File: src/rtl/sirv_debug_entry_ctrl.sv
// Debug-mode entry/exit sequencer: picks the entry cause, flushes the pipe,
// writes dpc/dcause, parks the core, and handles DRET and single-step.
module sirv_debug_entry_ctrl #(
  parameter int PC_SIZE = 32
) (
  input  logic               clk,
  input  logic               rst_n,
  input  logic               cmt_vld,
  input  logic [PC_SIZE-1:0] cmt_pc,
  input  logic [PC_SIZE-1:0] cmt_nxt_pc,
  input  logic               cmt_ebreak,
  input  logic               cmt_dret,
  input  logic [PC_SIZE-1:0] oldest_pc,
  input  logic               dbg_irq_r,
  input  logic               dbg_halt_r,
  input  logic               dbg_step_r,
  input  logic               dbg_ebreakm_r,
  input  logic               flush_ack,
  output logic               flush_req,
  output logic [PC_SIZE-1:0] cmt_dpc,
  output logic               cmt_dpc_ena,
  output logic [2:0]         cmt_dcause,
  output logic               cmt_dcause_ena,
  output logic               core_halted,
  output logic               step_irq_mask
);

  typedef enum logic [1:0] {RUN, FLUSH, DEBUG, STEP} state_t;

  localparam logic [2:0] CAUSE_EXIT   = 3'd0;
  localparam logic [2:0] CAUSE_EBREAK = 3'd1;
  localparam logic [2:0] CAUSE_HALT   = 3'd3;
  localparam logic [2:0] CAUSE_STEP   = 3'd4;

  state_t             state, nxt_state;
  logic               ebk_act, halt_act;
  logic               lat, entry_wr, dret_wr;
  logic [2:0]         lat_cause;
  logic [PC_SIZE-1:0] lat_pc;

  assign ebk_act  = cmt_vld & cmt_ebreak & dbg_ebreakm_r;
  assign halt_act = dbg_irq_r | dbg_halt_r;

  always_ff @(posedge clk or negedge rst_n) begin
    if (!rst_n) state <= RUN;
    else        state <= nxt_state;
  end

  always_comb begin
    nxt_state = state;
    lat       = 1'b0;
    lat_cause = CAUSE_EXIT;
    lat_pc    = '0;
    entry_wr  = 1'b0;
    dret_wr   = 1'b0;
    unique case (state)
      RUN: begin
        if (ebk_act) begin
          lat = 1'b1; lat_cause = CAUSE_EBREAK; lat_pc = cmt_pc;
          nxt_state = FLUSH;
        end else if (halt_act) begin
          lat = 1'b1; lat_cause = CAUSE_HALT; lat_pc = oldest_pc;
          nxt_state = FLUSH;
        end
      end
      FLUSH: begin
        if (flush_ack) begin
          entry_wr  = 1'b1;
          nxt_state = DEBUG;
        end
      end
      DEBUG: begin
        if (cmt_dret) begin
          dret_wr   = 1'b1;
          nxt_state = dbg_step_r ? STEP : RUN;
        end
      end
      STEP: begin
        // Haltreq is deliberately not looked at: the stepped instruction must retire first.
        if (cmt_vld) begin
          lat = 1'b1;
          if (ebk_act) begin lat_cause = CAUSE_EBREAK; lat_pc = cmt_pc;     end
          else         begin lat_cause = CAUSE_STEP;   lat_pc = cmt_nxt_pc; end
          nxt_state = FLUSH;
        end
      end
      default: nxt_state = RUN;
    endcase
  end

  always_comb begin
    flush_req     = (state == FLUSH);
    core_halted   = (state == DEBUG);
    step_irq_mask = (state == STEP);
  end

  // cmt_dpc/cmt_dcause double as the latch for the pending entry; the
  // write pulses are registered so nothing here follows flush_ack combinationally.
  always_ff @(posedge clk or negedge rst_n) begin
    if (!rst_n) begin
      cmt_dpc        <= '0;
      cmt_dcause     <= CAUSE_EXIT;
      cmt_dpc_ena    <= 1'b0;
      cmt_dcause_ena <= 1'b0;
    end else begin
      cmt_dpc_ena    <= entry_wr;
      cmt_dcause_ena <= entry_wr | dret_wr;
      if (lat) begin
        cmt_dpc    <= lat_pc & ~{{(PC_SIZE-1){1'b0}}, 1'b1};
        cmt_dcause <= lat_cause;
      end else if (dret_wr) begin
        cmt_dcause <= CAUSE_EXIT;
      end
    end
  end

endmodule

File: config.mk
export PLATFORM = sky130hd
export DESIGN_NAME = sirv_debug_entry_ctrl
export DESIGN_NICKNAME = d
export VERILOG_FILES = /design/src/rtl/sirv_debug_entry_ctrl.sv
export SDC_FILE = /design/constraint.sdc
export NUM_CORES = 1
export LEC_CHECK = 0
export ABC_AREA = 1
export BUFFER_PORTS_ARGS = -buffer_cell sky130_fd_sc_hd__buf_2
export CORE_ASPECT_RATIO = 1.25
export CORE_MARGIN = 3
export CORE_UTILIZATION = 25
export CTS_CLUSTER_DIAMETER = 50
export DETAILED_ROUTE_END_ITERATION = 16
export GPL_TIMING_DRIVEN = 0
export PLACE_DENSITY = 0.5
export SLEW_MARGIN = 30
export SYNTH_ARGS = -nofsm -noshare
export SYNTH_HDL_FRONTEND = slang
export SYNTH_SLANG_ARGS = --single-unit
File: constraint.sdc
create_clock -name clk -period 2.05 [get_ports clk]
set_clock_uncertainty 0.05 [all_clocks]
set_input_delay 0.41 -clock clk [delete_from_list [all_inputs] [get_ports clk]]
set_output_delay 0.41 -clock clk [all_outputs]
set_load 0.005 [all_outputs]
-- After elaboration in Yosys (flattened, before gate mapping)
Index checks and enable logic that the tools add are counted.
- flip-flop bits (word level): 38
- bits of input ports: 106
- output and inout bits: 40
- logic and storage cells: 46
- eq/ne operators: 7
- muxes and demuxes: 27
- bitwise gates (word level): 4
- reduce and logical (&&, ||, !) cells: 3
- operators with widths (kind ; count):
    two-way mux 32 bit ; 4
    case mux 32 bit (2 select lines) ; 1
    two-way mux 2 bit ; 8
    two-way mux 3 bit ; 4
    case mux 2 bit (4 select lines) ; 1
    two-way mux 1 bit ; 7
    != test 2 bit (second input constant) ; 3
    case mux 3 bit (2 select lines) ; 1
    == test 2 bit (second input constant) ; 2
    AND reduction 4 bit ; 1
    != test 3 bit (second input constant) ; 1
    AND 1 bit ; 2
    == test 2 x 1 -> 1 bit (second input constant) ; 1
    logical NOT 2 bit ; 1
    bitwise OR 1 bit ; 2
    case mux 1 bit (2 select lines) ; 1
    nonzero test 2 bit ; 1

-- Longest topological paths before layout
Gate-level depths: netlist (run 1).
- word-level depth: 6
- gate-level depth with buffers: 10

-- Worst setup path before layout (run 1)
No wires, ideal clock.
- path type: reg2reg
- start point: reg state[0]
- end point: reg cmt_dcause[2]
- library setup time: 136 ps
- arrival time: 1372 ps
- data required time: 1864 ps
- slack: 491 ps
- cell stages (with the launch flop): 8
- cells stage by stage: dfrtp_1 inv_1 ha_1 inv_1 nand3_2 clkbuf_1 nand4_1 o21ai_0
- cells in the longest elaborated chain, start to end: 3
- RTL lines (what ; line ; text):
    start, declared ; 35 ; state_t state, nxt_state;
    start signal, assigned ; 46 ; else state <= nxt_state;
    == test 2 bit / logical NOT 2 bit (equally long branches) ; 56 ; unique case (state)
    case mux 3 bit (2 select lines) (tied with other cells) ; 56 ;
    two-way mux 3 bit / nonzero test 2 bit (equally long branches) ; - ;
    end signal, assigned ; 110 ; cmt_dcause <= lat_cause;
    end, declared ; 22 ; output logic [2:0] cmt_dcause,
Parallel ways exist; a longest one is shown, timed or not.
A chain may end at the register's enable or synchronous reset.

-- Final worst setup path (run 1)
- start point: reg state[0]
- end point: reg cmt_dpc[9]
- cells in the longest elaborated chain, start to end: 2
- RTL lines (what ; line ; text):
    == test 2 bit / logical NOT 2 bit (equally long branches) ; 56 ;
    case mux 32 bit (2 select lines) / case mux 1 bit (2 select lines) (equally long branches) ; 56 ;
    end signal, assigned ; 109 ; cmt_dpc <= lat_pc & ~{{(PC_SIZE-1){1'b0}}, 1'b1};
    end, declared ; 20 ; output logic [PC_SIZE-1:0] cmt_dpc,
Parallel ways exist; a longest one is shown, timed or not.

==> metrics.md, run 1 <==
| Metric | Value |
|---|---|
| Post-Syn Area | `0.00275 mm2` |
| # setup viols final | `0` |
| Sequential fraction of the synthesis area | `34.5%` |
| DR WL met2 | `just over 5 mm` |
| Slowest stage cell, crit path | `dfrtp_1` |
| Hold_buf cts | `0` |
| Area grow syn2layout | `36.7%` |
| Most common cell after layout, fill and taps aside | `buf_2` |
| I/O pins | `146` |
| Share of cells above drive strength 1 | `33.6%` |
| Routed via count | `~3,100` |
| Power Total | `about 4.6 mW` |
| Worst-Margin Slew | `0.541 ns` |
| Met3 WL | `between 400 and 500 um` |
| Max Transition Viols Final | `0` |
| Placer Congestion | `0.806` |
| CP Capture Type | `flip-flop` |
| CTS sink count | `38` |
| Post-DR wirelength/cell | `14.5 um` |
| Final period util | `between 90 and 100%` |
| Synth area leaders | `dfrtp_1 (35%), nand2_1 (19%), nand3_1 (12%)` |
| Final Hold Viols | `0` |
| Fmax | `540 MHz` |
| Total GRT Usage | `16.1%` |
| Clock transition at the registers of the reported paths | `roughly 0.06 ns` |
| Peak VDD IR | `0.455 mV` |
| MaxCap Viol Count | `0` |
| Pwr dens | `1230 mW/mm2` |
| Clk root buf | `clkbuf_16` |
| Final-layout fill cell count | `around 1,200` |
| Synth Area per Inst | `6.85 um2` |
| Die area | `0.0123 mm2` |
| Die Y | `123 um` |
| Tmin final | `1.85 ns` |
| Worst EP required | `approximately 2.2 ns` |
| Initial antenna violation count | `1` |
| Num CTS Buffers | `5` |
| H-tree levels | `2` |
| Leakage | `2.13 nW` |
| Highest routed layer | `met5` |
| RSZ-0062 raised after global routing | `false` |
| Flops & latches, synth | `38` |
| Cell with the most instances on the worst path | `inv_1` |
| Drt first pass iters | `4` |
| Worst-case clock buffer depth | `2` |
| Largest net degree at the start of global routing | `39` |
| Crit-path leading delay family | `simple AND/OR/NAND/NOR gates` |
| HP Class | `in2async` |
| Non-filler instance count after layout | `680` |
| Row cnt | `42` |
| Die X | `99.9 um` |
| Area leader, netlist | `dfrtp_1` |
| Final nets | `657` |
| Max incr delay on CP | `0.39 ns` |
| Number of global-route vias before repair | `between 3,000 and 4,000` |
| CTS tree | `done` |
| Synth Instances | `402` |
| Dpl cells | `672` |
| Syn nets | `about 500` |
| DRT iter0 DRCs | `93` |
| I/O Buffers | `138` |
| Setup TNS | `0 ns` |
| Final WL | `roughly 10 mm` |
| Multi-input gate area | `0.00144 mm2` |
| Worst Path Class, Setup | `reg2reg` |
| Total core area | `0.0107 mm2` |
| DRC | `0` |
| Diode count | `0` |
| Reg area | `951 um2` |
| CP arrival | `1.98 ns` |
| Top cell type's share of synthesized area | `34.5%` |
| Yosys warns | `0` |
| First-pass GRT wire length | `approximately 16 mm` |
| Status | `finished clean` |
| Wl on met1 | `4.16 mm` |
| Critical Path, Cell by Cell | `inv_1, ha_1, inv_1, nand3_2, nand2_4, buf_6, nand3_1, nand2_1, inv_1` |
| Vias per std cell | `4.58` |
| Crit start category | `flip-flop` |
| Final ANT Viol Nets | `0` |
| Crit Path Max Fanout | `10` |
| Remaining Overflow, GRT | `0` |
| Most frequent cells in the layout | `buf_2 (162), nand2_1 (137), nand3_1 (67)` |
| Synth unique cells | `19` |
| Slew margin rel. | `63.9%` |
| Initial core utilization | `25.8%` |
| Buffers & Inverters on Critical Path | `4` |
| Post-DP HPWL | `7.64 mm` |
| Clock latency at the later pin of the worst-skew pair | `about 0.28 ns` |
==> where the power goes <==
group	internal (mW)	switching, mW	total (mW)
Combinational	1.12	1.41	2.53
Sequential	1.16	0.180	1.34
Clock	0.482	0.296	0.778
==> state kept, by name, summed over array words and instances, names as in the netlist <==
signal and cells:
cmt_dpc_ena 1, cmt_dpc 31, cmt_dcause_ena 1, cmt_dcause 3, state 2
==> through the flow <==
| step | utilization [%] | worst slack (ns) | hold slack, ns | cell area (um2) |
|---|---|---|---|---|
| floorplan | - | 0.491 | 0.0644 | 2750 |
| global placement | 33.8 | 0.142 | 0.462 | 3610 |
| detailed placement | 33.8 | 0.117 | 0.460 | 3610 |
| CTS | 35.2 | 0.111 | 0.256 | 3760 |
| global route | 35.3 | 0.0117 | 0.0961 | 3760 |
| finish | 35.3 | 0.197 | 0.0568 | 3760 |
==> synth_stat cells, drive strengths merged <==
cell type and instances:
ha 4, a21oi 1, nor2 5, o21ai 2, nand4 35, nand3b 31, o22ai 1, inv 40
or2 1, nand3 69, dfrtp 38, conb 1, buf 32, clkbuf 3, nand2 139
==> layout make-up <==
type | count | area share (%)
multi-input cells | 289 | 38.4
clock inverters | 1 | 0.133
clock buffers | 7 | 3.79
well taps | 132 | 4.39
plain buffers | 35 | 5.62
inverters | 40 | 3.99
repair buffers | 138 | 18.4
flip-flops and latches | 38 | 25.3
==> timing repair <==
action / 4_1_cts / 5_1_grt
gates resized for setup: 0 / 6
setup buffers: 0 / 0
setup endpoints to repair: 0 / 24
==> worst reg2reg max path, stage by stage (launching register included) <==
cell and delay [ns]:
dfrtp_1 0.39, inv_1 0.08, ha_1 0.32, inv_1 0.13, nand3_2 0.24, nand2_4 0.20, buf_6 0.15, nand3_1 0.09
nand2_1 0.07, inv_1 0.04
==> path summary, 6_finish.rpt <==
check | startpoint | to | slack [ns] | cells past startpoint
min in group clk | flush_ack | cmt_dpc_ena$_DFF_PN0_ | 0.33 | 3
max in group asynchronous | rst_n | cmt_dpc[27]$_DFFE_PN0P_ | 1.51 | 1
hold reg to reg | state[0]$_DFFE_PN0P_ | state[0]$_DFFE_PN0P_ | 0.48 | 2
setup reg to reg | state[0]$_DFFE_PN0P_ | cmt_dpc[9]$_DFFE_PN0P_ | 0.20 | 9
setup / recovery | state[0]$_DFFE_PN0P_ | cmt_dpc[9]$_DFFE_PN0P_ | 0.20 | 9
hold / removal | rst_n | cmt_dpc[13]$_DFFE_PN0P_ | 0.06 | 1
==> per-layer routing <==
metal	GRT usage [%]	vias to the layer above
met3	2.82	10
met5	0	-
li1	-	1598
met4	4.01	2
met2	28.9	70
met1	19.8	1431
==> cells by family after synthesis <==
logic type | count (synthesis) | share of synthesized area (%)
AOI/OAI and AO/OA | 4 | 0.773
adders and majority gates | 4 | 1.82
buffers and inverters | 75 | 13.0
DFF | 38 | 34.5
other | 1 | 0.136
and+or+nand+nor | 280 | 49.7
Power figures use the tool's default switching activity.
==> run 2, diff against run 1 <==
- CORE_UTILIZATION: 25 -> 40
- PLACE_DENSITY: 0.5 -> 0.72
==> metrics.md, run 2 (same netlist as run 1, synthesis figures left out) <==
| Metric | Value |
|---|---|
| Remaining Overflow, GRT | `0 (unchanged)` |
| Largest net degree at the start of global routing | `39 (unchanged)` |
| Worst-case clock buffer depth | `2 (unchanged)` |
| Placer Congestion | `0.845 (was 0.806)` |
| Total GRT Usage | `22.6% (was 16.1%)` |
| Final ANT Viol Nets | `0 (unchanged)` |
| Die Y | `98.7 um (was 123 um)` |
| Leakage | `2.09 nW (was 2.13 nW)` |
| Max Transition Viols Final | `0 (unchanged)` |
| Vias per std cell | `4.96 (was 4.58)` |
| Reg2Reg Launch Point | `state[0]$_DFFE_PN0P_ (unchanged)` |
| Non-filler instance count after layout | `634 (was 680)` |
| Crit start category | `flip-flop (unchanged)` |
| Total core area | `0.00661 mm2 (was 0.0107 mm2)` |
| Row cnt | `33 (was 42)` |
| CTS sink count | `38 (unchanged)` |
| Peak VDD IR | `0.603 mV (was 0.455 mV)` |
| Final Hold Viols | `0 (unchanged)` |
| Multi-input gate area | `0.00144 mm2 (unchanged)` |
| Final-layout fill cell count | `683 (was 1,195)` |
| DRT iter0 DRCs | `129 (was 93)` |
| Reg2reg end | `cmt_dpc[4]$_DFFE_PN0P_ (was cmt_dpc[9]$_DFFE_PN0P_)` |
| Die X | `80.2 um (was 99.9 um)` |
| Slew margin rel. | `43.1% (was 63.9%)` |
| Pwr dens | `1200 mW/mm2 (was 1230 mW/mm2)` |
| Diode count | `0 (unchanged)` |
| Routed via count | `3,146 (was 3,111)` |
| Drt first pass iters | `4 (unchanged)` |
| RSZ-0062 raised after global routing | `false (unchanged)` |
| CP arrival | `1.98 ns (about the same)` |
| Power Total | `4.35 mW (was 4.64 mW)` |
| Final core utilization | `55.0% (was 35.3%)` |
| Most common cell after layout, fill and taps aside | `buf_2 (unchanged)` |
| Number of global-route vias before repair | `3,112 (was 3,117)` |
| Fmax | `539 MHz (was 540 MHz)` |
| I/O Buffers | `138 (unchanged)` |
| Post-DR wirelength/cell | `13.7 um (was 14.5 um)` |
| Worst Path Class, Setup | `reg2reg (unchanged)` |
| Worst EP required | `2.18 ns (was 2.17 ns)` |
| I/O pins | `146 (unchanged)` |
| Number of flip-flops in the largest register | `31 (unchanged)` |
| Final nets | `657 (unchanged)` |
| First-pass GRT wire length | `14.3 mm (was 15.7 mm)` |
| Reg area | `951 um2 (unchanged)` |
| Initial core utilization | `41.7% (was 25.8%)` |
| Worst-Margin Slew | `0.853 ns (was 0.541 ns)` |
| Final WL | `8.66 mm (was 9.83 mm)` |
| Dpl cells | `627 (was 672)` |
| CP Capture Type | `flip-flop (unchanged)` |
| Final period util | `90.5% (was 90.4%)` |
| Clk root buf | `clkbuf_8 (was clkbuf_16)` |
| Share of cells above drive strength 1 | `33.3% (was 33.6%)` |
| Crit Path Max Fanout | `10 (unchanged)` |
| Biggest regs | `cmt_dpc x31, cmt_dcause x3, state x2 (unchanged)` |
| FF-to-FF path depth | `9 (unchanged)` |
| CTS tree | `done (unchanged)` |
| Postcts setup bufs | `0 (unchanged)` |
| Area grow syn2layout | `32.0% (was 36.7%)` |
| MaxCap Viol Count | `0 (unchanged)` |
| HP Class | `in2async (unchanged)` |
| Die area | `0.00792 mm2 (was 0.0123 mm2)` |
| # setup viols final | `0 (unchanged)` |
| Initial antenna violation count | `0 (was 1)` |
| Internal reg-to-reg setup slack | `0.19 ns (was 0.20 ns)` |
| Tmin final | `1.86 ns (was 1.85 ns)` |
| DRC | `0 (unchanged)` |
| Setup TNS | `0 ns (unchanged)` |
| Worst slack at placement | `0.178 ns (was 0.117 ns)` |
| Clock latency at the later pin of the worst-skew pair | `0.28 ns (about the same)` |
| Num CTS Buffers | `5 (unchanged)` |
| Status | `finished clean (unchanged)` |
| Most frequent cells in the layout | `buf_2 (163), nand2_1 (137), nand3_1 (67) (was buf_2 (162), nand2_1 (137), nand3_1 (67))` |
| Final WS setup | `0.195 ns (was 0.197 ns)` |
| Register with the most flip-flops | `cmt_dpc (unchanged)` |
| Post-DP HPWL | `6.67 mm (was 7.64 mm)` |
| Clock transition at the registers of the reported paths | `0.07 ns (was 0.06 ns)` |
| H-tree levels | `2 (unchanged)` |
==> run 2: cell types whose count changed in the layout (fill, tap and decap cells not counted) <==
cell and delta:
buf_2 +1, buf_4 -1, clkbuf_16 -5, clkbuf_1 +1
clkinv_2 -1, clkbuf_8 +4
==> run 2: routing by layer <==
metal	track usage, %	vias to the layer above	part of all wire [%]
li1	-	1600	-
met1	27.8	1430	41
met2	39.8	100	52
met3	4.48	16	5.0
met4	5.85	0	1.4
met5	0	-	0
==> run 2: worst max-delay path by stage <==
| stage | startpoint | end | slack, ns | depth (start not counted) |
|---|---|---|---|---|
| floorplan | state[0]$_DFFE_PN0P_ | cmt_dcause[2]$_DFFE_PN0P_ | 0.49 | 7 |
| global placement | state[0]$_DFFE_PN0P_ | cmt_dpc[10]$_DFFE_PN0P_ | 0.21 | 8 |
| detailed placement | state[0]$_DFFE_PN0P_ | cmt_dpc[17]$_DFFE_PN0P_ | 0.18 | 8 |
| CTS | state[0]$_DFFE_PN0P_ | cmt_dpc[17]$_DFFE_PN0P_ | 0.16 | 8 |
| global route | state[0]$_DFFE_PN0P_ | cmt_dpc[9]$_DFFE_PN0P_ | 0.04 | 9 |
| finish | state[0]$_DFFE_PN0P_ | cmt_dpc[4]$_DFFE_PN0P_ | 0.19 | 9 |
==> run 2: timing repair <==
| action | in CTS | in global routing |
|---|---|---|
| hold buffers | 0 | 0 |
| resized for setup | 0 | 6 |
| setup endpoints to repair | 0 | 18 |
==> run 2: through the flow <==
stage                     area, um2  hold WS [ns]
after global routing           3630         0.233
after floorplan                2750        0.0644
after detailed placement       3550         0.456
after global placement         3550         0.462
final                          3630         0.177
after CTS                      3630         0.216
==> run 2: final cells by class <==
| cell class | instances | area share [%] |
|---|---|---|
| Buffer | 35 | 5.82 |
| Clock buffer | 7 | 2.10 |
| Inverter | 40 | 4.13 |
| Multi-Input combinational cell | 289 | 39.8 |
| Sequential cell | 38 | 26.2 |
| Tap cell | 87 | 3.00 |
| Timing Repair Buffer | 138 | 19.0 |
==> run 2: report_power, final <==
part | switching [mW] | total (mW) | internal, mW
clock | 0.239 | 0.473 | 0.234
sequential | 0.182 | 1.34 | 1.15
combinational | 1.42 | 2.54 | 1.12
==> run 2: critical path, stage by stage, from the launching register on <==
cell     delay [ns]
dfrtp_1        0.40
inv_1          0.08
ha_1           0.31
inv_1          0.13
nand3_2        0.23
nand2_4        0.18
buf_6          0.15
nand3_1        0.09
nand2_1        0.08
inv_1          0.04
